**src/rtl/switch_event_pkg.sv**
```systemverilog
// ============================================================================
// Module      : switch_event_pkg
// Description : Shared types, 25 MHz timing defaults and width helper for the
//               switch event generator.
// Revision    : 1.0 - initial release
// ============================================================================
`default_nettype none

package switch_event_pkg;

  typedef enum logic [1:0] {
    IDLE        = 2'd0,
    HELD_DELAY  = 2'd1,
    HELD_REPEAT = 2'd2
  } rep_state_e;

  // 10 ms, 500 ms and 100 ms at 25 MHz
  localparam int unsigned DEF_DEBOUNCE_LIMIT = 250000;
  localparam int unsigned DEF_REPEAT_DELAY   = 12500000;
  localparam int unsigned DEF_REPEAT_RATE    = 2500000;

  function automatic int unsigned cnt_width(input int unsigned limit);
    return (limit < 2) ? 1 : $clog2(limit);
  endfunction

endpackage

`default_nettype wire

```
**src/rtl/switch_debounce_core.sv**
```systemverilog
// ============================================================================
// Module      : switch_debounce_core
// Description : Two-flop synchroniser plus debounce counter; emits the stable
//               level and single-cycle accept strobes for rise and fall.
// Revision    : 1.0 - initial release
// ============================================================================
`default_nettype none

module switch_debounce_core
  import switch_event_pkg::*;
#(
  parameter int unsigned DEBOUNCE_LIMIT = DEF_DEBOUNCE_LIMIT
) (
  input  logic i_Clk,
  input  logic i_Rst,
  input  logic i_Switch,
  output logic o_stable,
  output logic o_rise,
  output logic o_fall
);

  localparam int unsigned   CW       = cnt_width(DEBOUNCE_LIMIT);
  localparam logic [CW-1:0] LIMIT_TC = CW'(DEBOUNCE_LIMIT - 1);

  logic          sync1_q, sync1_d;
  logic          sync2_q, sync2_d;
  logic          stable_q, stable_d;
  logic [CW-1:0] cnt_q, cnt_d;
  logic          accept;

  always_comb begin
    sync1_d  = i_Switch;
    sync2_d  = sync1_q;
    stable_d = stable_q;
    cnt_d    = cnt_q;
    accept   = 1'b0;
    // A return to the stable value discards any partial count
    if (sync2_q == stable_q) begin
      cnt_d = '0;
    end else if (cnt_q == LIMIT_TC) begin
      stable_d = sync2_q;
      cnt_d    = '0;
      accept   = 1'b1;
    end else begin
      cnt_d = cnt_q + 1'b1;
    end
  end

  always_ff @(posedge i_Clk) begin
    if (i_Rst) begin
      sync1_q  <= 1'b0;
      sync2_q  <= 1'b0;
      stable_q <= 1'b0;
      cnt_q    <= '0;
    end else begin
      sync1_q  <= sync1_d;
      sync2_q  <= sync2_d;
      stable_q <= stable_d;
      cnt_q    <= cnt_d;
    end
  end

  assign o_stable = stable_q;
  assign o_rise   = accept & sync2_q;
  assign o_fall   = accept & ~sync2_q;

endmodule

`default_nettype wire

```
**src/rtl/switch_event_gen.sv**
```systemverilog
// ============================================================================
// Module      : switch_event_gen
// Description : Debounced push-button front end producing press, release and
//               auto-repeat pulses. Auto-repeat is built only when the macro
//               SWITCH_AUTO_REPEAT_EN is defined; otherwise o_Repeat is 0.
// Revision    : 1.0 - initial release
// ============================================================================
`default_nettype none

module switch_event_gen
  import switch_event_pkg::*;
#(
  parameter int unsigned DEBOUNCE_LIMIT = DEF_DEBOUNCE_LIMIT,
  parameter int unsigned REPEAT_DELAY   = DEF_REPEAT_DELAY,
  parameter int unsigned REPEAT_RATE    = DEF_REPEAT_RATE
) (
  input  logic i_Clk,
  input  logic i_Rst,
  input  logic i_Switch,
  output logic o_Level,
  output logic o_Press,
  output logic o_Release,
  output logic o_Repeat
);

  logic stable, rise, fall;
  logic press_q, press_d;
  logic release_q, release_d;

  switch_debounce_core #(
    .DEBOUNCE_LIMIT(DEBOUNCE_LIMIT)
  ) u_core (
    .i_Clk   (i_Clk),
    .i_Rst   (i_Rst),
    .i_Switch(i_Switch),
    .o_stable(stable),
    .o_rise  (rise),
    .o_fall  (fall)
  );

  // Strobes are registered on the same edge the stable level flips
  always_comb begin
    press_d   = rise;
    release_d = fall;
  end

  always_ff @(posedge i_Clk) begin
    if (i_Rst) begin
      press_q   <= 1'b0;
      release_q <= 1'b0;
    end else begin
      press_q   <= press_d;
      release_q <= release_d;
    end
  end

  assign o_Level   = stable;
  assign o_Press   = press_q;
  assign o_Release = release_q;

`ifdef SWITCH_AUTO_REPEAT_EN
  localparam int unsigned   REP_MAX  = (REPEAT_DELAY > REPEAT_RATE) ? REPEAT_DELAY : REPEAT_RATE;
  localparam int unsigned   TW       = cnt_width(REP_MAX);
  localparam logic [TW-1:0] DELAY_TC = TW'(REPEAT_DELAY - 1);
  localparam logic [TW-1:0] RATE_TC  = TW'(REPEAT_RATE - 1);

  rep_state_e    state_q, state_d;
  logic [TW-1:0] timer_q, timer_d;
  logic          repeat_q, repeat_d;

  // A fall always wins over a coinciding terminal count
  always_comb begin
    state_d  = state_q;
    timer_d  = timer_q;
    repeat_d = 1'b0;
    case (state_q)
      IDLE: begin
        if (rise) begin
          state_d = HELD_DELAY;
          timer_d = '0;
        end
      end
      HELD_DELAY: begin
        if (fall) begin
          state_d = IDLE;
          timer_d = '0;
        end else if (timer_q == DELAY_TC) begin
          state_d  = HELD_REPEAT;
          timer_d  = '0;
          repeat_d = 1'b1;
        end else begin
          timer_d = timer_q + 1'b1;
        end
      end
      HELD_REPEAT: begin
        if (fall) begin
          state_d = IDLE;
          timer_d = '0;
        end else if (timer_q == RATE_TC) begin
          timer_d  = '0;
          repeat_d = 1'b1;
        end else begin
          timer_d = timer_q + 1'b1;
        end
      end
      default: begin
        state_d = IDLE;
        timer_d = '0;
      end
    endcase
  end

  always_ff @(posedge i_Clk) begin
    if (i_Rst) begin
      state_q  <= IDLE;
      timer_q  <= '0;
      repeat_q <= 1'b0;
    end else begin
      state_q  <= state_d;
      timer_q  <= timer_d;
      repeat_q <= repeat_d;
    end
  end

  assign o_Repeat = repeat_q;
`else
  logic unused_repeat_cfg;
  assign unused_repeat_cfg = ^{REPEAT_DELAY, REPEAT_RATE};
  assign o_Repeat = 1'b0;
`endif

endmodule

`default_nettype wire
```
**config.mk**
```make
export PLATFORM = sky130hd
export DESIGN_NAME = switch_event_gen
export DESIGN_NICKNAME = d
export VERILOG_FILES = /design/src/rtl/switch_event_pkg.sv /design/src/rtl/switch_debounce_core.sv /design/src/rtl/switch_event_gen.sv
export SDC_FILE = /design/constraint.sdc
export NUM_CORES = 1
export LEC_CHECK = 0
export CAP_MARGIN = 0
export CORE_ASPECT_RATIO = 0.75
export CORE_MARGIN = 10
export CORE_UTILIZATION = 59
export CTS_BUF_LIST = sky130_fd_sc_hd__clkbuf_2
export CTS_CLUSTER_SIZE = 16
export DETAILED_ROUTE_END_ITERATION = 8
export MAX_ROUTING_LAYER = met4
export PLACE_DENSITY = 0.79
export SKIP_CTS_REPAIR_TIMING = 1
export SYNTH_ARGS = -nofsm -noshare
export SYNTH_HDL_FRONTEND = slang
export SYNTH_SLANG_ARGS = --single-unit
```
**constraint.sdc**
```tcl
create_clock -name i_Clk -period 2.2 [get_ports i_Clk]
set_clock_uncertainty 0.2 [all_clocks]
set_input_delay 0.66 -clock i_Clk [delete_from_list [all_inputs] [get_ports i_Clk]]
set_output_delay 0.66 -clock i_Clk [all_outputs]
set_load 0.02 [all_outputs]
```
==> impl_metrics.csv <==
group,metric,value,unit
outcome,status,"complete, no violations",
cells_and_area,regArea,460.4,µm²
floorplanning,die_y,56.12,µm
drt,drt_iter0_markers,60,
power_and_ir_drop,power_density,538.8,nW/µm²
hold_path,hp-start,"u_core.sync1_q",
timing,finalMaxSlewViolations,0,
clock_tree,clkLatencyLatePin,350,ps
cells_and_area,multi_input_area,535.5,µm²
drt,routed_wirelength,1.940,mm
hold_path,hold_end,"u_core.sync2_q",
setup_path,ff2ff_setup_slack,140,ps
yosys,yosysWarnings,0,
yosys,syn_nets,111,
clock_tree,clock-root-buffer,"clkbuf_2",
drt,wire_per_inst,14.06,µm
setup_path,worstSetupStartpoint,"u_core.cnt_q[8]",
yosys,synth_top_area_share,44.88,%
cells_and_area,layout.nets,122,
cells_and_area,mostFrequentLayoutCells,"dfxtp_1, nor2_1, xnor2_1",
clock_tree,clk_pin_slew_worst_paths,230,ps
place,dp.cells,134,
setup_path,critPathSlowestCell,"or4_4",
global_route,grt_max_degree,18,
setup_path,r2r_end,"o_Press",
global_route,antenna_found_initial,0,
power_and_ir_drop,p_leak,0.3731,nW
timing,fin_crit,2058,ps
hold_path,worstHoldPathType,"reg2reg",
yosys,ys_seq_elements,23,
yosys,ys_seq_area_share,44.88,%
clock_tree,tritoncts,"built",
setup_path,r2r-start,"u_core.cnt_q[8]",
yosys,ys_async_sr_fraction,0,%
yosys,yosys.area.top_type,"dfxtp_1",
cells_and_area,instances_no_fill,138,
drt,viasPerCell,5.761,
place,gp_congestion,0.9104,
cells_and_area,fillers,136,
drt,first_pass_iters,4,
global_route,grt_util_all_layers,11.47,%
drt,route.detailed.drc,0,
floorplanning,initial_core_util,65.71,%
floorplanning,pin_count,7,
timing,period_share,93.56,%
setup_path,path_cells,"nor4b_2, nand4_1, or4_4, nor4b_4",
place,dp_hpwl,1.411,mm
clock_tree,clock-sinks,23,
global_route,grt_pass1_wl,3.381,mm
setup_path,cp-start-kind,"flip-flop",
clock_tree,cts_buffer_depth,2,
yosys,syn_inst,107,
cells_and_area,area_growth,10.49,%
clock_tree,cts_buffers,3,
yosys,netlist_top_cells_area,"dfxtp_1, xnor2_1, nor2_1, nor4_1, nand4_1",
yosys,ys_types,30,
floorplanning,die_w,68.15,µm
setup_path,path_class,"reg2reg",
timing,setup_viol,0,
setup_path,crit_fanout,5,
flow_run,cap_viol_max_count,0,
yosys,avgSynthCellArea,9.589,µm²
place,placed_area,1106,µm²
floorplanning,placementRows,12,
yosys,synth_edf_count,0,
setup_path,arrival,2150,ps
clock_tree,cts_max_level,1,
timing,rsz0062_at_grt,"no",
drt,num_vias,795,
setup_path,worstRegToRegCells,4,
setup_path,required,2290,ps
yosys,synth_ff_type,"dfxtp_1",
floorplanning,core,1562,µm²
cells_and_area,final_area,1134,µm²
cells_and_area,final_common_cell,"dfxtp_1",
cells_and_area,antennaDiodeCount,0,
cells_and_area,layout-drive-gt1-share,12.82,%
setup_path,slowest_delay,620,ps
yosys,syn-cell-area,1026,µm²
timing,timing.fmax,485.8,MHz
drt,antenna_left,0,
setup_path,crit_path_end_kind,"flip-flop",
power_and_ir_drop,ir_drop,504.3,µV
hold_path,hold_depth,1,
floorplanning,die_area,3824,µm²
global_route,grt-ovfl-total,0,
global_route,grt_pass1_vias,736,
timing,hold_viol,0,
place,numPortBuffers,5,
==> report_power, final <==
part	internal, mW	total [mW]	switching (mW)
clock network	0.0412	0.172	0.131
registers	0.420	0.422	0.00174
logic	0.00861	0.0169	0.00831
==> per-stage QoR <==
step	power (mW)	hold slack (ps)	setup TNS [ps]	utilization (%)	setup slack [ps]
floorplan	0.4398	213.8	0	-	306.3
global placement	0.4462	219.1	0	70.83	216.6
detailed placement	0.4465	231.1	0	70.83	144.8
CTS	0.6112	264.7	-143.1	72.12	-143.1
global route	0.6314	274.0	0	72.60	41.82
finish	0.6107	262.0	0	72.60	141.7
==> final cells by class <==
cell class,instances,area share [%]
clock inverter,1,0.4415
inverter,3,0.9934
clock buffer,3,1.325
tap,21,2.318
sequential,23,40.62
timing repair buffer,8,7.064
multi-input combinational,79,47.24
==> registers in the layout (all words and copies together) (netlist names) <==
signal,count
u_core.o_stable,1
o_Press,1
u_core.cnt_q,18
o_Release,1
u_core.sync2_q,1
u_core.sync1_q,1
==> synth_stat cells (2+ instances only) <==
library cell / number
dfxtp_1: 23
nand2b_1: 2
a21oi_1: 2
nor3_1: 3
nand4_1: 5
inv_1: 3
nor2_1: 19
nand2_1: 3
nand3_1: 5
o21ai_0: 2
xnor2_1: 14
nor2b_1: 2
or3_1: 2
nor4_1: 6
==> worst max-delay path: cells and delay by family (launching register included) <==
family | cells | cell delay [ps]
DFF | 1 | 430
and+or+nand+nor | 4 | 1370
==> layer usage <==
| layer | up-vias | share of wire (%) | wire, µm | GRT usage, % |
|---|---|---|---|---|
| met5 | - | 0 | 0 | - |
| met4 | 0 | 0.88 | 17 | 3.134 |
| met3 | 4 | 8.1 | 157 | 5.020 |
| met2 | 27 | 45 | 870 | 16.49 |
| met1 | 367 | 46 | 894 | 14.09 |
| li1 | 397 | - | - | - |
==> worst max-delay path by stage <==
stage | end | slack, ps
after global placement | u_core.cnt_q[1] | 220
after CTS | o_Level | -140
after global routing | u_core.cnt_q[17] | 40
after floorplan | u_core.cnt_q[1] | 310
final | o_Press | 140
after detailed placement | u_core.cnt_q[15] | 140
==> kinds of logic (layout without fill, tap and decap cells) <==
| kind of cell | after synthesis | count (layout) | share of synthesized area [%] |
|---|---|---|---|
| simple gates | 56 | 56 | 32.19 |
| flops | 23 | 23 | 44.88 |
| xor+xnor | 15 | 15 | 12.81 |
| compound gates | 5 | 5 | 4.635 |
| buf+inv | 5 | 15 | 2.927 |
| fa+ha+maj | 1 | 1 | 1.219 |
| other cells | 1 | 1 | 0.3655 |
| mux | 1 | 1 | 0.9756 |
Note: power is estimated with default switching activity, not from simulation.
